## config.mk

```make
export PLATFORM = sky130hd
export DESIGN_NAME = enid_vram_target
export DESIGN_NICKNAME = d
export VERILOG_FILES = /design/src/rtl/enid_vram_target_pkg.sv /design/src/rtl/enid_rd_skid.sv /design/src/rtl/enid_vram_target.sv
export SDC_FILE = /design/constraint.sdc
export NUM_CORES = 1
export LEC_CHECK = 0
export ABC_AREA = 0
export CAP_MARGIN = 10
export CORE_MARGIN = 3
export CORE_UTILIZATION = 51
export CTS_CLUSTER_SIZE = 10
export DETAILED_ROUTE_END_ITERATION = 10
export GPL_TIMING_DRIVEN = 0
export PLACE_DENSITY_LB_ADDON = 0.2
export SLEW_MARGIN = 25
export SYNTH_ARGS = -nofsm -noshare
export SYNTH_HDL_FRONTEND = slang
export SYNTH_HIERARCHICAL = 1
export SYNTH_SLANG_ARGS = --single-unit
```

## constraint.sdc

```tcl
create_clock -name clk -period 3.1 [get_ports clk]
set_input_delay 0.62 -clock clk [delete_from_list [all_inputs] [get_ports clk]]
set_output_delay 0.62 -clock clk [all_outputs]
set_load 0.005 [all_outputs]
```

## src/rtl/enid_vram_target_pkg.sv

```systemverilog
// enid_vram_target_pkg: enid widths, encodings, FSM states and request decode shared by the VRAM target.
package enid_vram_target_pkg;
  localparam int ENID_MODULE_ID_W = 4;
  localparam int ENID_SUB_ID_W = 2;
  localparam int ENID_ADDR_W = 32;
  localparam int ENID_LEN_W = 8;
  localparam logic [1:0] TYPE_MEM = 2'b00;
  localparam logic [1:0] OP_READ = 2'b00;
  localparam logic [1:0] OP_WRITE = 2'b01;
  localparam logic [1:0] ST_OK = 2'b00;
  localparam logic [1:0] ST_DECERR = 2'b01;
  localparam logic [1:0] ST_UNSUP = 2'b10;
  localparam logic [1:0] ST_LENERR = 2'b11;
  localparam logic [2:0] S_IDLE = 3'd0;
  localparam logic [2:0] S_DECODE = 3'd1;
  localparam logic [2:0] S_WDATA = 3'd2;
  localparam logic [2:0] S_WRSP = 3'd3;
  localparam logic [2:0] S_RHDR = 3'd4;
  localparam logic [2:0] S_RDATA = 3'd5;
  typedef struct packed {
    logic [1:0] typ;
    logic [1:0] op;
    logic [ENID_MODULE_ID_W-1:0] dmod;
    logic [ENID_SUB_ID_W-1:0] dsub;
    logic [ENID_ADDR_W-1:0] addr;
    logic [ENID_LEN_W-1:0] len;
  } hdr_t;
  // The end address is formed one bit wider than the address so a request near the top cannot wrap into range.
  function automatic logic [1:0] decode_status(input hdr_t h, input logic [ENID_MODULE_ID_W-1:0] mod,
                                               input logic [ENID_SUB_ID_W-1:0] sub, input logic [ENID_ADDR_W:0] depth);
    logic [ENID_ADDR_W:0] last;
    last = {1'b0, h.addr} + {{(ENID_ADDR_W+1-ENID_LEN_W){1'b0}}, h.len};
    return (h.dmod != mod || h.dsub != sub) ? ST_DECERR :
           (h.typ != TYPE_MEM || h.op > OP_WRITE) ? ST_UNSUP :
           (last >= depth) ? ST_DECERR : ST_OK;
  endfunction
endpackage

```

## src/rtl/enid_rd_skid.sv

```systemverilog
// enid_rd_skid: 2-entry VRAM read-data FIFO with fall-through of the in-flight word; level counts entries plus in-flight reads.
module enid_rd_skid #(
  parameter int DW = 24
) (
  input  logic          clk,
  input  logic          rst,
  input  logic          issue,
  input  logic [DW-1:0] din,
  input  logic          pop,
  output logic          valid,
  output logic [DW-1:0] dout,
  output logic [1:0]    level
);
  logic [DW-1:0] buf_q [2];
  logic [DW-1:0] buf_d [2];
  logic inflight_q, inflight_d, wp_q, wp_d, rp_q, rp_d, push, pop_buf;
  logic [1:0] occ_q, occ_d;
  // When empty the word returning from VRAM is forwarded directly, so a steady stream needs no storage.
  assign pop_buf = pop && occ_q != 2'd0;
  assign push = inflight_q && !(pop && occ_q == 2'd0);
  assign valid = occ_q != 2'd0 || inflight_q;
  assign dout = occ_q != 2'd0 ? buf_q[rp_q] : din;
  assign level = occ_q + {1'b0, inflight_q};
  always_comb begin
    inflight_d = issue;
    occ_d = occ_q + {1'b0, push} - {1'b0, pop_buf};
    wp_d = wp_q ^ push;
    rp_d = rp_q ^ pop_buf;
    buf_d = buf_q;
    if (push) buf_d[wp_q] = din;
  end
  always_ff @(posedge clk or posedge rst) begin
    if (rst) begin
      buf_q <= '{default: '0};
      inflight_q <= 1'b0;
      occ_q <= 2'd0;
      wp_q <= 1'b0;
      rp_q <= 1'b0;
    end else begin
      buf_q <= buf_d;
      inflight_q <= inflight_d;
      occ_q <= occ_d;
      wp_q <= wp_d;
      rp_q <= rp_d;
    end
  end
endmodule

```

## src/rtl/enid_vram_target.sv

```systemverilog
// enid_vram_target: enid endpoint that executes remote word reads/writes on a local single-port VRAM.
module enid_vram_target
  import enid_vram_target_pkg::*;
#(
  parameter logic [ENID_MODULE_ID_W-1:0] MY_MOD = 4'd1,
  parameter logic [ENID_SUB_ID_W-1:0]    MY_SUB = 2'd0,
  parameter int MEM_DATA_W = 24,
  parameter int MEM_ADDR_W = 16,
  parameter int MEM_DEPTH = 65536
) (
  input  logic                        clk,
  input  logic                        rst,
  input  logic                        req_valid,
  output logic                        req_ready,
  input  logic [1:0]                  req_type,
  input  logic [1:0]                  req_mem_op,
  input  logic [ENID_MODULE_ID_W-1:0] req_dest_mod,
  input  logic [ENID_SUB_ID_W-1:0]    req_dest_sub,
  input  logic [ENID_ADDR_W-1:0]      req_addr,
  input  logic [ENID_LEN_W-1:0]       req_len,
  input  logic                        req_wvalid,
  output logic                        req_wready,
  input  logic [31:0]                 req_wdata,
  input  logic                        req_wlast,
  output logic                        rsp_valid,
  input  logic                        rsp_ready,
  output logic [1:0]                  rsp_status,
  output logic [ENID_LEN_W-1:0]       rsp_len,
  output logic                        rsp_rvalid,
  input  logic                        rsp_rready,
  output logic [31:0]                 rsp_rdata,
  output logic                        rsp_rlast,
  output logic                        mem_en,
  output logic                        mem_we,
  output logic [MEM_ADDR_W-1:0]       mem_addr,
  output logic [MEM_DATA_W-1:0]       mem_wdata,
  input  logic [MEM_DATA_W-1:0]       mem_rdata
);
  localparam logic [ENID_ADDR_W:0] DEPTH = (ENID_ADDR_W+1)'(MEM_DEPTH);
  logic [2:0] state_q, state_d;
  hdr_t hdr_q, hdr_d;
  logic [1:0] status_q, status_d;
  logic [ENID_LEN_W-1:0] cnt_q, cnt_d;
  logic [ENID_LEN_W:0] iss_q, iss_d;
  logic sk_valid, wr_beat, wr_fire, wr_end, rd_issue, rd_state, beat_fire, at_len;
  logic [MEM_DATA_W-1:0] sk_dout;
  logic [1:0] sk_level;
  logic unused_wdata;
  assign unused_wdata = ^req_wdata[31:MEM_DATA_W];
  assign at_len = cnt_q == hdr_q.len;
  assign rd_state = state_q == S_RHDR || state_q == S_RDATA;
  assign wr_beat = state_q == S_WDATA && req_wvalid;
  assign wr_fire = wr_beat && status_q == ST_OK;
  assign wr_end = req_wlast || at_len;
  // Prefetch runs from header presentation onward, bounded so the skid can never overflow.
  assign rd_issue = rd_state && status_q == ST_OK && sk_level < 2'd2 && iss_q <= {1'b0, hdr_q.len};
  assign req_ready = state_q == S_IDLE && !rst;
  assign req_wready = state_q == S_WDATA;
  assign rsp_valid = state_q == S_WRSP || state_q == S_RHDR;
  assign rsp_status = rsp_valid ? status_q : ST_OK;
  assign rsp_len = rsp_valid && status_q == ST_OK ? hdr_q.len : '0;
  assign rsp_rvalid = state_q == S_RDATA && sk_valid;
  assign rsp_rdata = rsp_rvalid ? 32'(sk_dout) : 32'd0;
  assign rsp_rlast = rsp_rvalid && at_len;
  assign beat_fire = rsp_rvalid && rsp_rready;
  assign mem_en = wr_fire || rd_issue;
  assign mem_we = wr_fire;
  assign mem_addr = wr_fire ? MEM_ADDR_W'(hdr_q.addr + ENID_ADDR_W'(cnt_q)) :
                    rd_issue ? MEM_ADDR_W'(hdr_q.addr + ENID_ADDR_W'(iss_q)) : '0;
  assign mem_wdata = wr_fire ? req_wdata[MEM_DATA_W-1:0] : '0;
  enid_rd_skid #(.DW(MEM_DATA_W)) u_skid (
    .clk(clk), .rst(rst), .issue(rd_issue), .din(mem_rdata), .pop(beat_fire),
    .valid(sk_valid), .dout(sk_dout), .level(sk_level)
  );
  always_comb begin
    state_d = state_q;
    hdr_d = hdr_q;
    status_d = status_q;
    cnt_d = cnt_q;
    iss_d = iss_q + {{ENID_LEN_W{1'b0}}, rd_issue};
    case (state_q)
      S_IDLE: if (req_valid) begin
        state_d = S_DECODE;
        hdr_d = '{typ: req_type, op: req_mem_op, dmod: req_dest_mod, dsub: req_dest_sub, addr: req_addr, len: req_len};
        cnt_d = '0;
        iss_d = '0;
      end
      S_DECODE: begin
        status_d = decode_status(hdr_q, MY_MOD, MY_SUB, DEPTH);
        state_d = hdr_q.op == OP_WRITE ? S_WDATA : S_RHDR;
      end
      S_WDATA: if (wr_beat) begin
        cnt_d = cnt_q + ENID_LEN_W'(1);
        if (wr_end) begin
          state_d = S_WRSP;
          if (status_q == ST_OK && req_wlast != at_len) status_d = ST_LENERR;
        end
      end
      S_WRSP: if (rsp_ready) state_d = S_IDLE;
      S_RHDR: if (rsp_ready) state_d = status_q == ST_OK ? S_RDATA : S_IDLE;
      S_RDATA: if (beat_fire) begin
        cnt_d = cnt_q + ENID_LEN_W'(1);
        if (rsp_rlast) state_d = S_IDLE;
      end
      default: state_d = S_IDLE;
    endcase
  end
  always_ff @(posedge clk or posedge rst) begin
    if (rst) begin
      state_q <= S_IDLE;
      hdr_q <= '0;
      status_q <= ST_OK;
      cnt_q <= '0;
      iss_q <= '0;
    end else begin
      state_q <= state_d;
      hdr_q <= hdr_d;
      status_q <= status_d;
      cnt_q <= cnt_d;
      iss_q <= iss_d;
    end
  end
endmodule
```

* Word level (Yosys, flattened, before mapping)
Cells that the tools add are included.
W data, S select, Z words.
** Storage, ports and cells
- Register bits :: 125
- Bits in latches :: 0
- Memory bits (writable) :: 0
- Bits in read-only memories :: 0
- Input bits :: 113
- Output and inout bits :: 89
- Logic and storage cells :: 124
- Memories kept :: 0
** Operators by class
- Add/sub/neg operators :: 8
- Multipliers :: 0
- Divide/modulo/power cells :: 0
- $lt $le $gt $ge :: 7
- Equal/unequal tests :: 17
- Shifts and indexed selects :: 0
- Muxes and demuxes :: 36
- Bitwise logic cells :: 4
- Reduce and logical (&&, ||, !) cells :: 36
** Operators by type and width (count)
- $mux W24 :: 7
- $bwmux W48 :: 1
- $add A32 B8 Y33 :: 1
- $ge A33 B17 Y1 const B :: 1
- $mux W16 :: 2
- $mux W8 :: 4
- $mux W3 :: 9
- $demux W24 S1 :: 1
- $pmux W8 S3 :: 1
- $mux W9 :: 2
- $pmux W3 S6 :: 1
- $add A16 B8 Y16 :: 1
- $add A16 B9 Y16 :: 1
- $logic_and A1 B1 Y1 :: 15
- $mux W2 :: 6
- $add A9 B1 Y9 :: 1
- $le A9 B8 Y1 :: 1
- $add A8 B1 Y8 const B :: 1
- $eq A8 B8 Y1 :: 1
- $ne A2 B1 Y1 const B :: 4
- $ne A2 B2 Y1 const B :: 4
- $reduce_and A4 Y1 :: 2
- $reduce_bool A2 Y1 :: 4
- $logic_or A1 B1 Y1 :: 7
- other kinds (22) :: 30

* Longest topological paths before layout
- Depth after elaboration :: 9
- Mapped depth :: 13
- Mapped depth without buffers :: 13

* Modules after synthesis
Netlist, hierarchy kept.
** Modules (own cells, without submodules)
- enid_vram_target :: times used 1, cells an instance 636, area each 5661.7 µm², seq. area each 1801.7 µm²
- enid_rd_skid :: times used 1, cells an instance 211, area each 2576.2 µm², seq. area each 1326.3 µm²

* Worst setup path before layout
No wires, ideal clock.
- Path kind :: register -> output
- Start point :: register hdr_q[8] in the netlist's numbering
- End point :: output port mem_addr[10]
- Arrival time :: 2.269 ns
- Data required time :: 2.480 ns
- Slack :: 0.211 ns
- Cell stages (with the launch flop) :: 10
- Buffers on the path :: 0
- Cells stage by stage :: dfrtp_1 ha_1 fa_1 a21o_1 a21o_1 a21o_1 a31oi_1 o21ai_0 a21o_1 a22oi_1
** Between the ends
- Longest elaborated chain between the ends :: 3
- Elaborated cells between the ends (all ways) :: 4
- Classes of those cells :: 2 x add/sub; 2 x mux
** RTL lines
- start, declared :: RTL line enid_vram_target.sv:41 : hdr_t hdr_q, hdr_d;
- start signal, assigned :: RTL line enid_vram_target.sv:117 : hdr_q <= hdr_d;
- $add A16 B9 Y16 :: RTL line enid_vram_target.sv:69 : rd_issue ? MEM_ADDR_W'(hdr_q.addr + ENID_ADDR_W'(iss_q)) : '0;
- $mux W16 :: RTL line enid_vram_target.sv:69
- $mux W16 * :: RTL line enid_vram_target.sv:68 : assign mem_addr = wr_fire ? MEM_ADDR_W'(hdr_q.addr + ENID_ADDR_W'(cnt_q)) :
- end, declared :: RTL line enid_vram_target.sv:35 : output logic [MEM_ADDR_W-1:0] mem_addr,
Every way passes the cells marked *; elsewhere a longest branch is shown, timed or not.

* Final worst setup path
- Start point :: register hdr_q[8] in the netlist's numbering
- End point :: output port mem_addr[14]
Same word-level chain as after synthesis.

==> reports/summary.txt <==
Outcome - complete, but fails checks
Failing checks - setup timing
RePlAce Congestion - 0.9218
F_max - 0.2820 GHz
Layout cells sized above 1 - 32.63%
Vert. Die Dim - 133.1 um
Critical path data arrival time - 2.93 ns
Unrepaired setup endpoints after global routing - yes
Initial antenna violation count - 0
Post-layout worst setup margin - -0.4459 ns
Hpwl dp - 16410 um
Mapped Cells - 847
Die area - 17710 um2
Total number of vias - 8046
First-pass GRT wire length - 40320 um
Core area - 15480 um2
Max-slew violations - 0
Wire length per cell - 20.09 um
H-Tree Depth - 4
Number of remaining DRC errors - 0
I/O pin total - 202
Final period util - 114.4%
NumNets Final - 1281
Final setup fails - 16
Number of CTS-inserted buffers - 17
Fillers - 983
Setup CP Type - flop to output port
Bufs and invs on worst path - 3
CTS tree - built
Critical Path RT - 2.48 ns
Placement Cell Area - 10410 um2
GRT Util Overall - 28.08%
Root cell of the clock tree - clkbuf_16
Library cells used by synthesis - 73
Synth Area per Inst - 9.726 um2
GRT overflow - 0
Clock sinks - 125
Slew of the pin with the lowest slew margin - 0.7926 ns
Crit-path slowest cell - dfrtp_2
Hold Path Class - flop to flop
Largest net degree at the start of global routing - 54
Worst path max stage delay - 0.45 ns
Leak Pwr - 5.447 nW
Max Cap Violations - 0
Final hold vios - 0
Delay-heaviest family, CP - compound AO/OA/AOI/OAI gates
Critical-path maximum fanout - 3
Cell row count - 45
Startpoint Class - flop
Synth Warn # - 6
Worst-path clk slew - 0.06 ns
Primary FF master, synth - dfrtp_1
Hold buffer count at CTS - 0
Total Wirelength - 27080 um
Placed Cells incl. Taps - 1251
IR drop worst, VDD - 0.0004959 V
Number of synthesized flops with an enable pin - 0
Input/output buffers - 185
Asr flop ratio synth - 100.0%
Drt first pass iters - 6
Clock latency on the worst-skew pair - 0.43 ns
P&R area growth vs syn - 48.15%
Crit path cell chain - ha_4 > inv_2 > fa_2 > nor2b_4 > o2111ai_2 > a311oi_2 > nand3_1 > buf_4 > nor2_2 > a31oi_1 > o2bb2ai_1 > buf_2
CTS max path bufs - 2
Post-Syn Area - 8238 um2
Non-filler cells, final - 1348
Vias in the first global route - 7848
Worst slew margin - 47.16%
Synthesis-stage register bit count - 125
Setup TNS - -3.436 ns
Total Power - 0.009300 W
Final instance area - 12200 um2
Worst setup EP type - output port
Sequential-to-total area share from yosys stat - 37.97%
ANT nets after route - 0
Power Density - 762.1 nW/um2
Ant. Diodes - 0
Commonest non-fill, non-tap cell in the layout - clkdlybuf4s50_1
Worst clock skew - 0.009862 ns
DR iter-0 viols - 808
Starting Density - 53.20%
Most frequent cells in the layout - 159 x clkdlybuf4s50_1, 98 x dfrtp_1, 88 x mux2_2, 67 x buf_4, 64 x nand2_1
Via density - 5.969
Tmin final - 3.546 ns
Die Wd - 133.1 um
[area by class of cell]
cell class	count	area (um2)	area share, %
plain buffers	47	332.8	2.727
clock buffers	19	452.9	3.711
clock inverters	12	145.1	1.189
inverters	30	123.9	1.015
multi-input cells	648	5324	43.62
flip-flops and latches	125	3162	25.91
well taps	211	264.0	2.163
repair buffers	256	2400	19.66
[per-stage QoR]
| stage | setup WS [ns] | hold WS [ns] | utilization, % |
|---|---|---|---|
| 3_3_place_gp | -0.7108 | 0.4859 | 67.04 |
| 6_report | -0.4459 | 0.4953 | 78.82 |
| 5_1_grt | -0.5193 | 0.5151 | 78.82 |
| 3_5_place_dp | -0.6993 | 0.4871 | 67.25 |
| 4_1_cts | -0.2984 | 0.5000 | 75.69 |
| 2_1_floorplan | 0.2106 | 0.4718 | - |
[cell families (layout without fill, tap and decap cells)]
kind of cell | Yosys count | in the layout | share of synthesized area (%)
buffers and inverters | 81 | 364 | 4.830
xor gates and xnor gates | 37 | 37 | 3.934
adders and majority gates | 43 | 43 | 6.804
and+or+nand+nor | 273 | 273 | 17.72
muxes | 116 | 116 | 15.43
DFF | 125 | 125 | 37.97
AOI/OAI and AO/OA | 171 | 171 | 13.26
other | 1 | 8 | 0.04552
[sequential cells by signal (all words and copies together) (netlist names)]
signal,count
u_skid/occ_q,2
status_q,2
iss_q,9
u_skid/buf_q,48
u_skid/inflight_q,1
cnt_q,8
state_q,3
hdr_q,50
u_skid/wp_q,1
u_skid/rp_q,1
[layer usage]
metal	vias up	track usage, %	share of wire [%]
met5	-	0	0
met4	0	8.971	3.5
met1	3864	36.96	40
met2	483	45.51	48
li1	3581	-	-
met3	118	7.440	9.0
[synth_stat cells, drive strengths merged (9+ instances only)]
cell type | number | area (um2)
a21oi | 23 | 126.4
and2 | 56 | 351.6
and3 | 26 | 162.7
buf | 28 | 192.7
clkbuf | 22 | 82.58
dfrtp | 125 | 3128
ha | 40 | 500.5
inv | 29 | 108.9
mux2 | 88 | 991.0
mux2i | 28 | 280.3
nand2 | 66 | 247.7
nand3 | 26 | 130.1
nand4 | 11 | 83.83
nor2 | 40 | 165.2
nor3 | 11 | 55.05
o211ai | 9 | 67.56
o21ai | 67 | 335.3
xnor2 | 13 | 113.9
xor2 | 24 | 210.2
[worst paths after layout]
path	start	endpoint	slack, ns	cells after the start
worst max-delay path	hdr_q[8]	mem_addr[14]	-0.45	12
worst min-delay path	hdr_q[42]	hdr_q[42]	0.50	1
worst max register to register	iss_q[3]	iss_q[8]	0.08	14
worst min register to register	hdr_q[42]	hdr_q[42]	0.50	1
max in group asynchronous	rst	u_skid/inflight_q	1.84	2
min in group asynchronous	rst	status_q[0]	0.67	2
[power breakdown]
group | switching (W) | internal, W
registers | 0.000672 | 0.00226
logic | 0.00224 | 0.00209
clock network | 0.000745 | 0.00129
[timing repair]
| action | in CTS | in global routing |
|---|---|---|
| cloned | 0 | 0 |
| pin swaps | 40 | 30 |
| gates resized for setup | 182 | 96 |
| endpoints found under the setup margin | 102 | 95 |
| setup buffers | 48 | 27 |
No activity file was read; power rests on OpenSTA's default activity.
